File: src/rtl/fp_addsub_align.sv
// fp_addsub_align: operand preparation for the serial binary32 add/sub core.
// Unpacks A and B, applies op to B's sign, classifies NaN/inf, orders the
// operands by magnitude and right-aligns the smaller significand one bit per
// clock with sticky collection.
//
// state | meaning
// ------+---------------------------------------------------------------
// IDLE  | waiting for start; outputs hold the previous result
// LOAD  | classify, compare magnitudes, swap, compute the shift count
// ALIGN | shift the smaller significand right one bit per clock
// DONE  | ready pulse; aligned operands are valid
module fp_addsub_align #(
  parameter int MAX_SHIFT = 26
) (
  input  logic        clock,
  input  logic        reset,
  input  logic        start,
  input  logic        op,
  input  logic [31:0] data_a,
  input  logic [31:0] data_b,
  output logic        busy,
  output logic        ready,
  output logic [7:0]  exp_o,
  output logic [26:0] man_l_o,
  output logic [26:0] man_s_o,
  output logic        sign_l_o,
  output logic        sign_s_o,
  output logic        eff_sub_o,
  output logic        swapped_o,
  output logic        special_valid_o,
  output logic [31:0] special_o
);

  localparam int         CW          = $clog2(MAX_SHIFT + 1);
  localparam logic [7:0] MAX_SHIFT_E = 8'(MAX_SHIFT);
  localparam logic [31:0] QNAN       = 32'h7FC0_0000;

  typedef enum logic [1:0] {
    S_IDLE  = 2'd0,
    S_LOAD  = 2'd1,
    S_ALIGN = 2'd2,
    S_DONE  = 2'd3
  } state_t;

  state_t        r_state;
  logic [31:0]   r_a;
  logic [31:0]   r_b;
  logic          r_op;
  logic [CW-1:0] r_cnt;

  logic          w_sa;
  logic          w_sb;
  logic [7:0]    w_ea;
  logic [7:0]    w_eb;
  logic [22:0]   w_fa;
  logic [22:0]   w_fb;
  logic          w_nan_a;
  logic          w_nan_b;
  logic          w_inf_a;
  logic          w_inf_b;
  logic          w_swap;
  logic [7:0]    w_el;
  logic [7:0]    w_es;
  logic [22:0]   w_fl;
  logic [22:0]   w_fs;
  logic          w_sl;
  logic          w_ss;
  logic [7:0]    w_el_adj;
  logic [7:0]    w_es_adj;
  logic [26:0]   w_man_l;
  logic [26:0]   w_man_s;
  logic [7:0]    w_diff;
  logic [CW-1:0] w_shift;
  logic          w_special;
  logic [31:0]   w_special_val;
  logic [26:0]   w_shifted;

  // Unpack the captured operands; op=0 means subtract, which flips B's sign.
  assign w_sa = r_a[31];
  assign w_sb = r_b[31] ^ ~r_op;
  assign w_ea = r_a[30:23];
  assign w_eb = r_b[30:23];
  assign w_fa = r_a[22:0];
  assign w_fb = r_b[22:0];

  assign w_nan_a = (w_ea == 8'hFF) && (w_fa != 23'd0);
  assign w_nan_b = (w_eb == 8'hFF) && (w_fb != 23'd0);
  assign w_inf_a = (w_ea == 8'hFF) && (w_fa == 23'd0);
  assign w_inf_b = (w_eb == 8'hFF) && (w_fb == 23'd0);

  // {exp,frac} orders magnitudes directly; ties keep A as the larger operand.
  assign w_swap = (r_b[30:0] > r_a[30:0]);
  assign w_el   = w_swap ? w_eb : w_ea;
  assign w_es   = w_swap ? w_ea : w_eb;
  assign w_fl   = w_swap ? w_fb : w_fa;
  assign w_fs   = w_swap ? w_fa : w_fb;
  assign w_sl   = w_swap ? w_sb : w_sa;
  assign w_ss   = w_swap ? w_sa : w_sb;

  // Denormals and zero share the scale of exponent 1 with no hidden bit.
  assign w_el_adj = (w_el == 8'd0) ? 8'd1 : w_el;
  assign w_es_adj = (w_es == 8'd0) ? 8'd1 : w_es;
  assign w_man_l  = {(w_el != 8'd0), w_fl, 3'b000};
  assign w_man_s  = {(w_es != 8'd0), w_fs, 3'b000};

  // Beyond MAX_SHIFT every significand bit has already folded into sticky.
  assign w_diff  = w_el_adj - w_es_adj;
  assign w_shift = (w_diff > MAX_SHIFT_E) ? CW'(MAX_SHIFT) : w_diff[CW-1:0];

  // One alignment step: logical right shift, bit 0 accumulates lost bits.
  assign w_shifted = {1'b0, man_s_o[26:2], man_s_o[1] | man_s_o[0]};

  // Special-value priority: NaN, inf-inf, then a lone (or same-signed) inf.
  always_comb begin
    w_special     = 1'b0;
    w_special_val = 32'd0;
    if (w_nan_a || w_nan_b) begin
      w_special     = 1'b1;
      w_special_val = QNAN;
    end else if (w_inf_a && w_inf_b && (w_sa != w_sb)) begin
      w_special     = 1'b1;
      w_special_val = QNAN;
    end else if (w_inf_a) begin
      w_special     = 1'b1;
      w_special_val = {w_sa, 8'hFF, 23'd0};
    end else if (w_inf_b) begin
      w_special     = 1'b1;
      w_special_val = {w_sb, 8'hFF, 23'd0};
    end
  end

  // Sequencer with registered outputs; results hold from DONE until next start.
  always_ff @(posedge clock or negedge reset) begin
    if (!reset) begin
      r_state         <= S_IDLE;
      r_a             <= 32'd0;
      r_b             <= 32'd0;
      r_op            <= 1'b0;
      r_cnt           <= '0;
      busy            <= 1'b0;
      ready           <= 1'b0;
      exp_o           <= 8'd0;
      man_l_o         <= 27'd0;
      man_s_o         <= 27'd0;
      sign_l_o        <= 1'b0;
      sign_s_o        <= 1'b0;
      eff_sub_o       <= 1'b0;
      swapped_o       <= 1'b0;
      special_valid_o <= 1'b0;
      special_o       <= 32'd0;
    end else begin
      case (r_state)
        S_IDLE: begin
          ready <= 1'b0;
          if (start) begin
            r_a     <= data_a;
            r_b     <= data_b;
            r_op    <= op;
            busy    <= 1'b1;
            r_state <= S_LOAD;
          end
        end

        S_LOAD: begin
          exp_o           <= w_el_adj;
          man_l_o         <= w_man_l;
          man_s_o         <= w_man_s;
          sign_l_o        <= w_sl;
          sign_s_o        <= w_ss;
          eff_sub_o       <= w_sl ^ w_ss;
          swapped_o       <= w_swap;
          special_valid_o <= w_special;
          special_o       <= w_special_val;
          r_cnt           <= w_shift;
          if (w_special || (w_shift == '0)) begin
            busy    <= 1'b0;
            ready   <= 1'b1;
            r_state <= S_DONE;
          end else begin
            r_state <= S_ALIGN;
          end
        end

        S_ALIGN: begin
          man_s_o <= w_shifted;
          r_cnt   <= r_cnt - CW'(1);
          if (r_cnt == CW'(1)) begin
            busy    <= 1'b0;
            ready   <= 1'b1;
            r_state <= S_DONE;
          end
        end

        S_DONE: begin
          ready   <= 1'b0;
          r_state <= S_IDLE;
        end

        default: begin
          busy    <= 1'b0;
          ready   <= 1'b0;
          r_state <= S_IDLE;
        end
      endcase
    end
  end

endmodule

File: config.mk
export PLATFORM = sky130hd
export DESIGN_NAME = fp_addsub_align
export DESIGN_NICKNAME = d
export VERILOG_FILES = /design/src/rtl/fp_addsub_align.sv
export SDC_FILE = /design/constraint.sdc
export NUM_CORES = 1
export LEC_CHECK = 0
export ABC_AREA = 1
export CAP_MARGIN = 0
export CORE_ASPECT_RATIO = 0.7
export CORE_UTILIZATION = 52
export CTS_CLUSTER_SIZE = 8
export DETAILED_ROUTE_END_ITERATION = 10
export GPL_TIMING_DRIVEN = 0
export PLACE_DENSITY = 0.81
export SYNTH_ARGS = -nofsm -noshare
export SYNTH_HDL_FRONTEND = slang
export SYNTH_SLANG_ARGS = --single-unit
File: constraint.sdc
create_clock -name clock -period 4.3 [get_ports clock]
set_input_delay 0.86 -clock clock [delete_from_list [all_inputs] [get_ports clock]]
set_output_delay 0.86 -clock clock [all_outputs]
set_load 0.1 [all_outputs]
==> impl_metrics.prom, run 1 <==
# TYPE chip_impl_metric gauge
chip_impl_info{name="setup.worst_path.class",value="reg2reg"} 1
chip_impl_info{name="path_common_cell",value="sky130_fd_sc_hd__nand2_2"} 1
chip_impl_info{name="critical_path.startpoint",value="r_a[29]$_DFFE_PN0P_"} 1
chip_impl_metric{name="crit_arrival",unit="ns"} 4.36
chip_impl_metric{name="timing.critical_path.slowest_cell_delay",unit="ns"} 0.39
chip_impl_metric{name="hold_viol",unit=""} 0
chip_impl_metric{name="yosysWarnings",unit=""} 0
chip_impl_metric{name="async_reset_ff_frac",unit=""} 1.00
chip_impl_metric{name="cts.sink_count",unit=""} 140
chip_impl_metric{name="drc",unit=""} 0
chip_impl_metric{name="globalRouteTotalUtil",unit=""} 0.323
chip_impl_info{name="synth.top_cells.by_area",value="sky130_fd_sc_hd__dfrtp_1, sky130_fd_sc_hd__nand2_1, sky130_fd_sc_hd__ha_1"} 1
chip_impl_metric{name="reg2reg_setup_slack",unit="ns"} 0.25
chip_impl_metric{name="core_region_area",unit="um^2"} 14900
chip_impl_info{name="start_kind",value="flip-flop"} 1
chip_impl_metric{name="place.detailed.hpwl",unit="mm"} 18.3
chip_impl_metric{name="finalSetupTns",unit="ns"} 0
chip_impl_metric{name="grt_start_max_net_pins",unit=""} 91
chip_impl_metric{name="post-route-period-util",unit=""} 0.942
chip_impl_metric{name="final_layout_size_suffix_gt1_frac",unit=""} 0.114
chip_impl_metric{name="post_synth.cell_area_avg",unit="um^2"} 7.99
chip_impl_info{name="rsz0062_at_grt",value="no"} 1
chip_impl_metric{name="syn_to_final_growth",unit="%"} 31.3
chip_impl_metric{name="design.die.area",unit="um^2"} 16000
chip_impl_metric{name="die-width",unit="um"} 151
chip_impl_metric{name="finalNetCount",unit=""} 1317
chip_impl_metric{name="numCtsBuffers",unit=""} 17
chip_impl_metric{name="wire_per_inst",unit="um"} 17.4
chip_impl_metric{name="drt_iter0_drc",unit=""} 776
chip_impl_metric{name="initial_core_utilization",unit=""} 0.540
chip_impl_metric{name="height_of_the_die",unit="um"} 106
chip_impl_metric{name="placed_cells",unit=""} 1371
chip_impl_metric{name="hold-worst-slack",unit="ns"} 0.371
chip_impl_metric{name="critPathMaxFanout",unit=""} 10
chip_impl_metric{name="area_of_the_mapped_netlist",unit="um^2"} 8050
chip_impl_metric{name="max-cap-violations",unit=""} 0
chip_impl_info{name="clock-root-buffer",value="sky130_fd_sc_hd__clkbuf_16"} 1
chip_impl_metric{name="finalCriticalPeriod",unit="ns"} 4.05
chip_impl_metric{name="synth.yosys.seq_area_share",unit=""} 0.435
chip_impl_metric{name="synth_cells",unit=""} 1008
chip_impl_metric{name="worst_slew_margin_rel",unit=""} 0.336
chip_impl_metric{name="synth.top_cell.area_share",unit=""} 0.435
chip_impl_info{name="critical_path.endpoint",value="r_cnt[1]$_DFFE_PN0N_"} 1
chip_impl_metric{name="drv_slew",unit=""} 0
chip_impl_info{name="outcome",value="finished clean"} 1
chip_impl_metric{name="num_rows",unit=""} 37
chip_impl_metric{name="place.port_buffers",unit=""} 143
chip_impl_metric{name="clock_latency",unit="ns"} 0.43
chip_impl_metric{name="routabilityCongestion",unit=""} 0.962
chip_impl_metric{name="ios",unit=""} 169
chip_impl_metric{name="grt_first_pass_wirelength",unit="mm"} 38.7
chip_impl_info{name="r2r_end",value="r_cnt[1]$_DFFE_PN0N_"} 1
chip_impl_info{name="postSynth.topFlopCell",value="sky130_fd_sc_hd__dfrtp_1"} 1
chip_impl_metric{name="drt.antenna.violating_nets",unit=""} 0
chip_impl_metric{name="grt_overflow_total",unit=""} 0
chip_impl_metric{name="cts-htree-levels",unit=""} 4
chip_impl_info{name="critical_path.reg2reg.startpoint",value="r_a[29]$_DFFE_PN0P_"} 1
chip_impl_metric{name="setup_viol",unit=""} 0
chip_impl_info{name="cts_tree",value="done"} 1
chip_impl_metric{name="yosys.cell_types.count",unit=""} 45
chip_impl_metric{name="cts_buffer_depth",unit=""} 2
chip_impl_info{name="critical_path.endpoint_type",value="flip-flop"} 1
chip_impl_metric{name="skew",unit="ns"} 0.0106
chip_impl_metric{name="number_of_cells_on_the_worst_reg_to_reg_path",unit=""} 29
chip_impl_metric{name="route.final.wire_length",unit="mm"} 24.5
chip_impl_metric{name="finish.cell_count_without_fillers",unit=""} 1411
chip_impl_metric{name="max_freq",unit="MHz"} 247
chip_impl_metric{name="via_count",unit=""} 7787
chip_impl_metric{name="synth_enable_flop_cells",unit=""} 0
chip_impl_metric{name="ctsHoldBuffers",unit=""} 0
chip_impl_metric{name="antenna-diode-count",unit=""} 0
chip_impl_info{name="synthDominantAreaCellType",value="sky130_fd_sc_hd__dfrtp_1"} 1
chip_impl_metric{name="ys_seq_elements",unit=""} 140
chip_impl_info{name="cp_slowest_cell",value="sky130_fd_sc_hd__fa_2"} 1
chip_impl_info{name="timing.hold.worst.class",value="in2async"} 1
chip_impl_metric{name="grt_pass1_vias",unit=""} 7214
chip_impl_metric{name="routed_via_density",unit=""} 5.52
chip_impl_metric{name="cp_data_required_time",unit="ns"} 4.61
chip_impl_metric{name="path_clk_slew",unit="ns"} 0.06
chip_impl_metric{name="worst_slew_pin_slew",unit="ns"} 0.993
chip_impl_metric{name="utilization",unit=""} 0.709
chip_impl_metric{name="dr.pass1.iters",unit=""} 5
chip_impl_metric{name="grt_antenna_before_repair",unit=""} 0
[what timing repair did]
item                       4_1_cts  5_1_grt
pin swaps                        0        3
setup buffers                    0        8
setup endpoints to repair        7        8
gates resized for setup          1       18
[worst max-delay path: cells and delay by family, from the launching register on]
| family | cells | cell delay, ns |
|---|---|---|
| adder cells (fa/ha/maj) | 3 | 0.92 |
| AND/OR/NAND/NOR | 20 | 1.93 |
| flip-flops | 1 | 0.37 |
| AO/OA/AOI/OAI | 3 | 0.32 |
| buffers and inverters | 2 | 0.26 |
| XOR/XNOR | 1 | 0.14 |
[area by class of cell]
type,count,area (um^2)
fillers,1199,4340
multi-input cells,693,3820
flip-flops and latches,140,3500
repair buffers,152,1520
inverters,123,462
clock buffers,19,453
plain buffers,76,429
well taps,195,244
clock inverters,13,140
[per-layer routing]
layer  vias to the layer above  GRT usage  wire (um)  share of wire
li1                       3645          -          -              -
met5                         -          0          0              0
met1                      3657      0.463      10600           0.43
met3                        44      0.106       2970           0.12
met2                       441      0.466      10400           0.42
met4                         0     0.0864        509          0.021
[flip-flops by register name, indices dropped and copies added (netlist names)]
name and cells:
ready 1, r_cnt 5, man_s_o 27, sign_l_o 1, eff_sub_o 1, man_l_o 24, exp_o 8, sign_s_o 1
r_op 1, r_a 32, special_o 3, busy 1, swapped_o 1, r_b 32, r_state 2
[synth_stat cells (2+ instances only)]
master,number
sky130_fd_sc_hd__nor2_2,4
sky130_fd_sc_hd__nand3_2,4
sky130_fd_sc_hd__xnor2_1,6
sky130_fd_sc_hd__o21ai_2,5
sky130_fd_sc_hd__clkbuf_1,32
sky130_fd_sc_hd__nor3_1,6
sky130_fd_sc_hd__a31oi_1,2
sky130_fd_sc_hd__nor4_1,4
sky130_fd_sc_hd__nand3_1,38
sky130_fd_sc_hd__nor2_4,5
sky130_fd_sc_hd__nor2_1,100
sky130_fd_sc_hd__buf_4,34
sky130_fd_sc_hd__xor2_1,2
sky130_fd_sc_hd__o221ai_1,22
sky130_fd_sc_hd__buf_1,7
sky130_fd_sc_hd__o21ai_0,86
sky130_fd_sc_hd__inv_1,119
sky130_fd_sc_hd__ha_1,45
sky130_fd_sc_hd__mux2_2,3
sky130_fd_sc_hd__nand2_2,15
sky130_fd_sc_hd__o21ai_1,4
sky130_fd_sc_hd__nand2_1,196
sky130_fd_sc_hd__a21oi_1,91
sky130_fd_sc_hd__a21o_1,2
sky130_fd_sc_hd__nand2_4,2
sky130_fd_sc_hd__nand4_1,12
sky130_fd_sc_hd__inv_2,2
sky130_fd_sc_hd__clkinv_1,2
sky130_fd_sc_hd__dfrtp_1,140
sky130_fd_sc_hd__buf_6,2
sky130_fd_sc_hd__a21oi_2,2
[cell families (layout without fill, tap and decap cells)]
kind of cell               after synthesis  after routing  synth area share
adders and majority gates               46             46            0.0724
muxes                                    3              3           0.00420
buffers and inverters                  199            383             0.111
other                                    1             25          0.000466
DFF                                    140            140             0.435
xor gates and xnor gates                 8              8           0.00871
AOI/OAI and AO/OA                      220            220             0.154
and+or+nand+nor                        391            391             0.214
[placed cells by master, fill, tap and decap left out, drive strengths merged, types with 2 or more instances in the layout]
| master | count |
|---|---|
| a21o | 2 |
| a21oi | 94 |
| a31oi | 2 |
| buf | 54 |
| bufinv | 2 |
| clkbuf | 51 |
| clkdlybuf4s50 | 142 |
| clkinv | 7 |
| clkinvlp | 4 |
| conb | 25 |
| dfrtp | 140 |
| ha | 45 |
| inv | 123 |
| mux2 | 3 |
| nand2 | 213 |
| nand3 | 43 |
| nand4 | 13 |
| nor2 | 109 |
| nor3 | 7 |
| nor4 | 4 |
| o21ai | 95 |
| o221ai | 22 |
| xnor2 | 6 |
| xor2 | 2 |
[stage by stage]
| step | setup WS [ns] | cell area [um^2] |
|---|---|---|
| floorplan | 0.533 | 8140 |
| global placement | -3.19 | 9810 |
| detailed placement | -0.000583 | 9840 |
| CTS | 0.0261 | 10400 |
| global route | 0.0132 | 10600 |
| finish | 0.249 | 10600 |
[how the worst min path moves through the flow]
| stage | slack [ns] | depth (start not counted) | start | end |
|---|---|---|---|---|
| final | 0.37 | 1 | reset | man_s_o[9]$_DFFE_PN0N_ |
| after global routing | 0.40 | 1 | reset | man_s_o[9]$_DFFE_PN0N_ |
| after CTS | 0.39 | 1 | reset | man_s_o[9]$_DFFE_PN0N_ |
| after detailed placement | 0.46 | 2 | busy$_DFFE_PN0P_ | busy$_DFFE_PN0P_ |
| after global placement | 0.45 | 2 | ready$_DFFE_PN0P_ | ready$_DFFE_PN0P_ |
| after floorplan | 0.47 | 2 | r_cnt[2]$_DFFE_PN0N_ | r_cnt[2]$_DFFE_PN0N_ |
Power of run 1 is not shown: default switching activity piles up to over one toggle a cycle in this logic, so the estimate is an artifact.
==> run 2: changes to the inputs <==
- CORE_UTILIZATION: 52 -> 53
- CTS_BUF_LIST: default -> sky130_fd_sc_hd__clkbuf_4
- GPL_TIMING_DRIVEN: 0 -> default
- PLACE_DENSITY: 0.81 -> 0.82
- SLEW_MARGIN: default -> 20
==> run 2 against run 1 <==
  * Maximum frequency up 1.0%
  * Cell count decreased by 4.1%
  * First-iteration DRC count is 19% lower
  * Setup slack better by 0.041 ns
  * Wire length is 11% lower
  * Core utilization decreased by 3.5 points
  * Via count fell by 6.0%
  * Hold slack better by 0.014 ns
  * Count of clock-buffer cells in the layout fell by 2
  * Critical endpoint unchanged
  * Largest cell class unchanged
==> impl_metrics.prom, run 2 (same netlist as run 1, synthesis figures left out) <==
# TYPE chip_impl_metric gauge
chip_impl_info{name="outcome",value="finished clean"} 1
chip_impl_metric{name="grt_pass1_vias",unit=""} 6798
chip_impl_metric{name="timing.final.ws_setup",unit="ns"} 0.290
chip_impl_metric{name="place.detailed.hpwl",unit="mm"} 16.2
chip_impl_metric{name="syn_to_final_growth",unit="%"} 23.7
chip_impl_metric{name="worst_slew_margin_rel",unit=""} 0.343
chip_impl_metric{name="finalCriticalPeriod",unit="ns"} 4.01
chip_impl_metric{name="cts.sink_count",unit=""} 140
chip_impl_metric{name="antenna-diode-count",unit=""} 0
chip_impl_metric{name="cp_data_required_time",unit="ns"} 4.75
chip_impl_metric{name="worst_slew_pin_slew",unit="ns"} 0.982
chip_impl_metric{name="post-route-period-util",unit=""} 0.933
chip_impl_info{name="cts_tree",value="done"} 1
chip_impl_info{name="top_regs",value="r_a: 32 flops, r_b: 32 flops, man_s_o: 27 flops"} 1
chip_impl_metric{name="drv_slew",unit=""} 0
chip_impl_metric{name="hold-worst-slack",unit="ns"} 0.385
chip_impl_info{name="start_kind",value="flip-flop"} 1
chip_impl_metric{name="drc",unit=""} 0
chip_impl_metric{name="cts-htree-levels",unit=""} 4
chip_impl_metric{name="max-cap-violations",unit=""} 0
chip_impl_metric{name="final_layout_size_suffix_gt1_frac",unit=""} 0.0976
chip_impl_metric{name="height_of_the_die",unit="um"} 105
chip_impl_metric{name="grt_antenna_before_repair",unit=""} 0
chip_impl_metric{name="ios",unit=""} 169
chip_impl_metric{name="wire_per_inst",unit="um"} 16.2
chip_impl_metric{name="setup_viol",unit=""} 0
chip_impl_metric{name="drt_iter0_drc",unit=""} 629
chip_impl_metric{name="num-fill-cells",unit=""} 1267
chip_impl_info{name="clock-root-buffer",value="sky130_fd_sc_hd__clkbuf_4"} 1
chip_impl_metric{name="num_rows",unit=""} 37
chip_impl_metric{name="reg2reg_setup_slack",unit="ns"} 0.29
chip_impl_metric{name="crit_arrival",unit="ns"} 4.46
chip_impl_metric{name="via_count",unit=""} 7321
chip_impl_metric{name="skew",unit="ns"} 0.0252
chip_impl_metric{name="clock_latency",unit="ns"} 0.57
chip_impl_info{name="layout.cells.most_common",value="sky130_fd_sc_hd__nand2_1"} 1
chip_impl_metric{name="routabilityCongestion",unit=""} 0.924
chip_impl_metric{name="ctsHoldBuffers",unit=""} 0
chip_impl_info{name="timing.hold.worst.class",value="in2async"} 1
chip_impl_metric{name="globalRouteTotalUtil",unit=""} 0.296
chip_impl_metric{name="finalNetCount",unit=""} 1259
chip_impl_metric{name="dr.pass1.iters",unit=""} 5
chip_impl_metric{name="core_region_area",unit="um^2"} 14800
chip_impl_metric{name="numCtsBuffers",unit=""} 17
chip_impl_metric{name="path_clk_slew",unit="ns"} 0.15
chip_impl_info{name="critical_path.endpoint_type",value="flip-flop"} 1
chip_impl_metric{name="max_freq",unit="MHz"} 249
chip_impl_metric{name="grt_overflow_total",unit=""} 0
chip_impl_info{name="most-common-layout-cells",value="sky130_fd_sc_hd__nand2_1, sky130_fd_sc_hd__clkdlybuf4s50_1, sky130_fd_sc_hd__dfrtp_1"} 1
chip_impl_metric{name="routed_via_density",unit=""} 5.41
chip_impl_metric{name="design.die.area",unit="um^2"} 15700
chip_impl_metric{name="cts_buffer_depth",unit=""} 2
chip_impl_info{name="setup.worst_path.class",value="reg2reg"} 1
chip_impl_metric{name="dpl_worst_slack",unit="ns"} 0.0209
chip_impl_metric{name="drt.antenna.violating_nets",unit=""} 0
chip_impl_metric{name="initial_core_utilization",unit=""} 0.545
chip_impl_metric{name="grt_first_pass_wirelength",unit="mm"} 35.3
chip_impl_metric{name="route.final.wire_length",unit="mm"} 22.0
chip_impl_metric{name="critPathMaxFanout",unit=""} 9
chip_impl_metric{name="hold_viol",unit=""} 0
chip_impl_metric{name="die-width",unit="um"} 149
chip_impl_metric{name="place.port_buffers",unit=""} 143
chip_impl_metric{name="grt_start_max_net_pins",unit=""} 105
-- run 2: changes by cell type in the layout (fill, tap and decap cells not counted), sizes merged --
cell,delta
buf,-27
clkbuf,-34
clkinv,-5
inv,+7
nand2,+1
-- run 2: metal layers --
| metal | routed length [um] | track usage | share of wire |
|---|---|---|---|
| met5 | 0 | 0 | 0 |
| met1 | 10200 | 0.447 | 0.46 |
| met2 | 9120 | 0.412 | 0.42 |
| met4 | 165 | 0.0736 | 0.0075 |
| met3 | 2500 | 0.0838 | 0.11 |
-- run 2: final cells by class --
class	instances	area (um^2)	area share
Timing Repair Buffer	169	1630	0.163
Clock inverter	15	176	0.0177
Multi-Input combinational cell	694	3820	0.383
Clock buffer	17	128	0.0128
Inverter	123	462	0.0464
Sequential cell	140	3500	0.352
Tap cell	195	244	0.0245
-- run 2: final timing paths --
kind | to | cells past startpoint | start
min in group clock | man_l_o[23]$_DFFE_PN0P_ | 2 | man_l_o[23]$_DFFE_PN0P_
setup reg to reg | r_cnt[1]$_DFFE_PN0N_ | 27 | r_a[28]$_DFFE_PN0P_
max in group asynchronous | r_a[24]$_DFFE_PN0P_ | 2 | reset
hold / removal | man_s_o[10]$_DFFE_PN0N_ | 1 | reset
hold reg to reg | man_l_o[23]$_DFFE_PN0P_ | 2 | man_l_o[23]$_DFFE_PN0P_
setup / recovery | r_cnt[1]$_DFFE_PN0N_ | 27 | r_a[28]$_DFFE_PN0P_
-- run 2: what timing repair did --
action,CTS,global route
buffers inserted,0,4
endpoints found under the setup margin,0,8
resized for setup,0,10
-- run 2: per-stage QoR --
stage,area (um^2),util,instances,setup TNS (ns)
global route,9960,0.674,1353,-0.0195
floorplan,8140,-,1032,0
detailed placement,9560,0.647,1316,0
CTS,9860,0.668,1348,0
global placement,9560,0.647,1316,0
finish,9960,0.674,1353,0
-- run 2: critical path, cell delays in order, from the launching register on --
cell and delay, ns:
sky130_fd_sc_hd__dfrtp_1 0.40, sky130_fd_sc_hd__inv_1 0.11, sky130_fd_sc_hd__ha_1 0.32, sky130_fd_sc_hd__nand2_1 0.09
sky130_fd_sc_hd__nor2_4 0.11, sky130_fd_sc_hd__nand3_2 0.13, sky130_fd_sc_hd__nor2_1 0.23, sky130_fd_sc_hd__nand3_4 0.19
sky130_fd_sc_hd__buf_4 0.22, sky130_fd_sc_hd__nand3_1 0.08, sky130_fd_sc_hd__nand2_1 0.08, sky130_fd_sc_hd__nand2_1 0.08
sky130_fd_sc_hd__nor2_1 0.05, sky130_fd_sc_hd__nand2_1 0.12, sky130_fd_sc_hd__nand2_2 0.09, sky130_fd_sc_hd__ha_1 0.22
sky130_fd_sc_hd__fa_2 0.54, sky130_fd_sc_hd__inv_1 0.05, sky130_fd_sc_hd__a21oi_1 0.13, sky130_fd_sc_hd__nor2_1 0.06
sky130_fd_sc_hd__nand3_1 0.08, sky130_fd_sc_hd__nand2_1 0.08, sky130_fd_sc_hd__nor2_4 0.11, sky130_fd_sc_hd__nand2_2 0.08
sky130_fd_sc_hd__nor2_2 0.10, sky130_fd_sc_hd__nand2_1 0.06, sky130_fd_sc_hd__nand2_1 0.05, sky130_fd_sc_hd__o21ai_1 0.05
Power of run 2 is left out for the same reason.
==> run 3: changes to the inputs <==
- REMOVE_ABC_BUFFERS: default -> 1
==> run 3 against run 2 <==
  * Die area unchanged
  * Final area increased by 1.1%
  * Setup slack got worse by 0.020 ns
  * First-iteration DRC count increased by 1.7%
  * Hold slack got worse by 0.23 ns
  * Via count increased by 2.1%
  * Cell count unchanged
  * Non-clock buffer count decreased by 1
  * Register-to-register slack got worse by 0.02 ns
==> impl_metrics.prom, run 3 (same netlist as run 1, synthesis figures left out) <==
# TYPE chip_impl_metric gauge
chip_impl_info{name="outcome",value="finished clean"} 1
chip_impl_metric{name="skew",unit="ns"} 0.0224
chip_impl_metric{name="routabilityCongestion",unit=""} 0.962
chip_impl_info{name="setup.worst_path.class",value="reg2reg"} 1
chip_impl_metric{name="reg2reg_setup_slack",unit="ns"} 0.27
chip_impl_info{name="layout.cells.most_common",value="sky130_fd_sc_hd__nand2_1"} 1
chip_impl_metric{name="max_freq",unit="MHz"} 248
chip_impl_metric{name="initial_core_utilization",unit=""} 0.545
chip_impl_metric{name="path_clk_slew",unit="ns"} 0.13
chip_impl_metric{name="routed_via_density",unit=""} 5.52
chip_impl_metric{name="finalSetupTns",unit="ns"} 0
chip_impl_metric{name="numCtsBuffers",unit=""} 17
chip_impl_metric{name="post-route-period-util",unit=""} 0.937
chip_impl_metric{name="ios",unit=""} 169
chip_impl_metric{name="timing.critical_path.slowest_cell_delay",unit="ns"} 0.57
chip_impl_metric{name="height_of_the_die",unit="um"} 105
chip_impl_metric{name="drt_iter0_drc",unit=""} 640
chip_impl_info{name="path_common_cell",value="sky130_fd_sc_hd__nand2_1"} 1
chip_impl_metric{name="grt_first_pass_wirelength",unit="mm"} 35.3
chip_impl_metric{name="core_region_area",unit="um^2"} 14800
chip_impl_metric{name="design.die.area",unit="um^2"} 15700
chip_impl_metric{name="max-cap-violations",unit=""} 0
chip_impl_metric{name="critPathMaxFanout",unit=""} 13
chip_impl_metric{name="ctsHoldBuffers",unit=""} 0
chip_impl_metric{name="cts.sink_count",unit=""} 140
chip_impl_metric{name="via_count",unit=""} 7473
chip_impl_metric{name="num_rows",unit=""} 37
chip_impl_metric{name="cts-htree-levels",unit=""} 4
chip_impl_metric{name="globalRouteTotalUtil",unit=""} 0.291
chip_impl_info{name="timing.critical_path.max_delay_family",value="simple AND/OR/NAND/NOR gates"} 1
chip_impl_info{name="clock-root-buffer",value="sky130_fd_sc_hd__clkbuf_4"} 1
chip_impl_metric{name="antenna-diode-count",unit=""} 0
chip_impl_metric{name="drt.antenna.violating_nets",unit=""} 0
chip_impl_metric{name="dr.pass1.iters",unit=""} 7
chip_impl_info{name="timing.hold.worst.class",value="in2async"} 1
chip_impl_metric{name="drv_slew",unit=""} 0
chip_impl_metric{name="place.port_buffers",unit=""} 143
chip_impl_info{name="critical_path.endpoint_type",value="flip-flop"} 1
chip_impl_info{name="cp_slowest_cell",value="sky130_fd_sc_hd__fa_2"} 1
chip_impl_metric{name="hold_viol",unit=""} 0
chip_impl_info{name="start_kind",value="flip-flop"} 1
chip_impl_metric{name="worst_slew_margin_rel",unit=""} 0.286
chip_impl_metric{name="setup_viol",unit=""} 0
chip_impl_metric{name="worst_slew_pin_slew",unit="ns"} 1.07
chip_impl_metric{name="crit_arrival",unit="ns"} 4.45
chip_impl_info{name="rsz0062_at_grt",value="no"} 1
chip_impl_metric{name="hold-worst-slack",unit="ns"} 0.160
chip_impl_metric{name="cts_buffer_depth",unit=""} 2
chip_impl_metric{name="route.final.wire_length",unit="mm"} 22.6
chip_impl_metric{name="grt_antenna_before_repair",unit=""} 0
chip_impl_metric{name="wire_per_inst",unit="um"} 16.7
chip_impl_info{name="cts_tree",value="done"} 1
chip_impl_metric{name="die-width",unit="um"} 149
chip_impl_info{name="top_regs",value="r_a: 32 flops, r_b: 32 flops, man_s_o: 27 flops"} 1
chip_impl_metric{name="grt_overflow_total",unit=""} 0
chip_impl_metric{name="grt_pass1_vias",unit=""} 6927
chip_impl_info{name="most-common-layout-cells",value="sky130_fd_sc_hd__nand2_1, sky130_fd_sc_hd__clkdlybuf4s50_1, sky130_fd_sc_hd__dfrtp_1"} 1
chip_impl_metric{name="drc",unit=""} 0
chip_impl_metric{name="finalNetCount",unit=""} 1259
chip_impl_metric{name="timing.critical_path.buf_inv",unit=""} 2
chip_impl_metric{name="place.detailed.hpwl",unit="mm"} 15.9
chip_impl_metric{name="cp_data_required_time",unit="ns"} 4.72
chip_impl_metric{name="grt_start_max_net_pins",unit=""} 112
chip_impl_metric{name="utilization",unit=""} 0.682
chip_impl_metric{name="syn_to_final_growth",unit="%"} 25.0
chip_impl_metric{name="final_layout_size_suffix_gt1_frac",unit=""} 0.108
chip_impl_metric{name="finalCriticalPeriod",unit="ns"} 4.03
chip_impl_metric{name="clock_latency",unit="ns"} 0.55
## run 3: stage by stage
step / area [um^2] / instances / setup WS [ns]
2_1_floorplan: 7710 / 956 / -2.22
3_3_place_gp: 9540 / 1313 / 0.0294
3_5_place_dp: 9540 / 1313 / -0.0402
4_1_cts: 9850 / 1345 / 0.0158
5_1_grt: 10100 / 1353 / 0.00948
6_report: 10100 / 1353 / 0.270
## run 3: cell type report
cell class	instances	area [um^2]
Fill cell	1239	4700
Multi-Input combinational cell	695	3910
Sequential cell	140	3500
Timing Repair Buffer	168	1640
Inverter	123	462
Tap cell	195	244
Clock inverter	13	166
Clock buffer	19	143
## run 3: final timing paths
kind                                      start  depth (start not counted)                   endpoint
max                         r_a[30]$_DFFE_PN0P_                         26       r_cnt[1]$_DFFE_PN0N_
max reg2reg                 r_a[30]$_DFFE_PN0P_                         26       r_cnt[1]$_DFFE_PN0N_
min                                       reset                          1    man_l_o[22]$_DFFE_PN0P_
min reg2reg                exp_o[1]$_DFFE_PN0P_                          2       exp_o[1]$_DFFE_PN0P_
min in group clock         exp_o[1]$_DFFE_PN0P_                          2       exp_o[1]$_DFFE_PN0P_
max in group asynchronous                 reset                          3  special_o[22]$_DFFE_PN0P_
## run 3: what timing repair did
action,CTS,global route
gates resized for setup,1,28
setup endpoints to repair,7,8
pin swaps,0,8
gates cloned,0,2
buffers inserted,0,5
## run 3: routing by layer
| metal | vias up | wire length, um | GRT usage |
|---|---|---|---|
| li1 | 3533 | - | - |
| met1 | 3503 | 10000 | 0.425 |
| met2 | 390 | 10200 | 0.439 |
| met3 | 47 | 1960 | 0.0515 |
| met4 | 0 | 447 | 0.0904 |
| met5 | - | 0 | 0 |
## run 3: worst register-to-register path, cell delays in order, from the launching register on
cell and delay [ns]:
sky130_fd_sc_hd__dfrtp_1 0.44, sky130_fd_sc_hd__inv_1 0.11, sky130_fd_sc_hd__ha_1 0.33, sky130_fd_sc_hd__a21o_1 0.18, sky130_fd_sc_hd__nor2_1 0.12, sky130_fd_sc_hd__nand2_1 0.11
sky130_fd_sc_hd__a21oi_4 0.21, sky130_fd_sc_hd__nand2_8 0.11, sky130_fd_sc_hd__nand2_8 0.13, sky130_fd_sc_hd__nand2_1 0.09, sky130_fd_sc_hd__nand2_2 0.11, sky130_fd_sc_hd__nand2_1 0.11
sky130_fd_sc_hd__nor2_4 0.15, sky130_fd_sc_hd__a21oi_4 0.07, sky130_fd_sc_hd__ha_1 0.19, sky130_fd_sc_hd__fa_2 0.57, sky130_fd_sc_hd__inv_1 0.07, sky130_fd_sc_hd__a21oi_1 0.14
sky130_fd_sc_hd__nor2_1 0.06, sky130_fd_sc_hd__nand3_1 0.08, sky130_fd_sc_hd__nand2_1 0.08, sky130_fd_sc_hd__nor2_4 0.11, sky130_fd_sc_hd__nand2_2 0.08, sky130_fd_sc_hd__nor2_2 0.10
sky130_fd_sc_hd__nand2_1 0.06, sky130_fd_sc_hd__nand2_1 0.06, sky130_fd_sc_hd__o21ai_1 0.06
Power of run 3 is left out for the same reason.
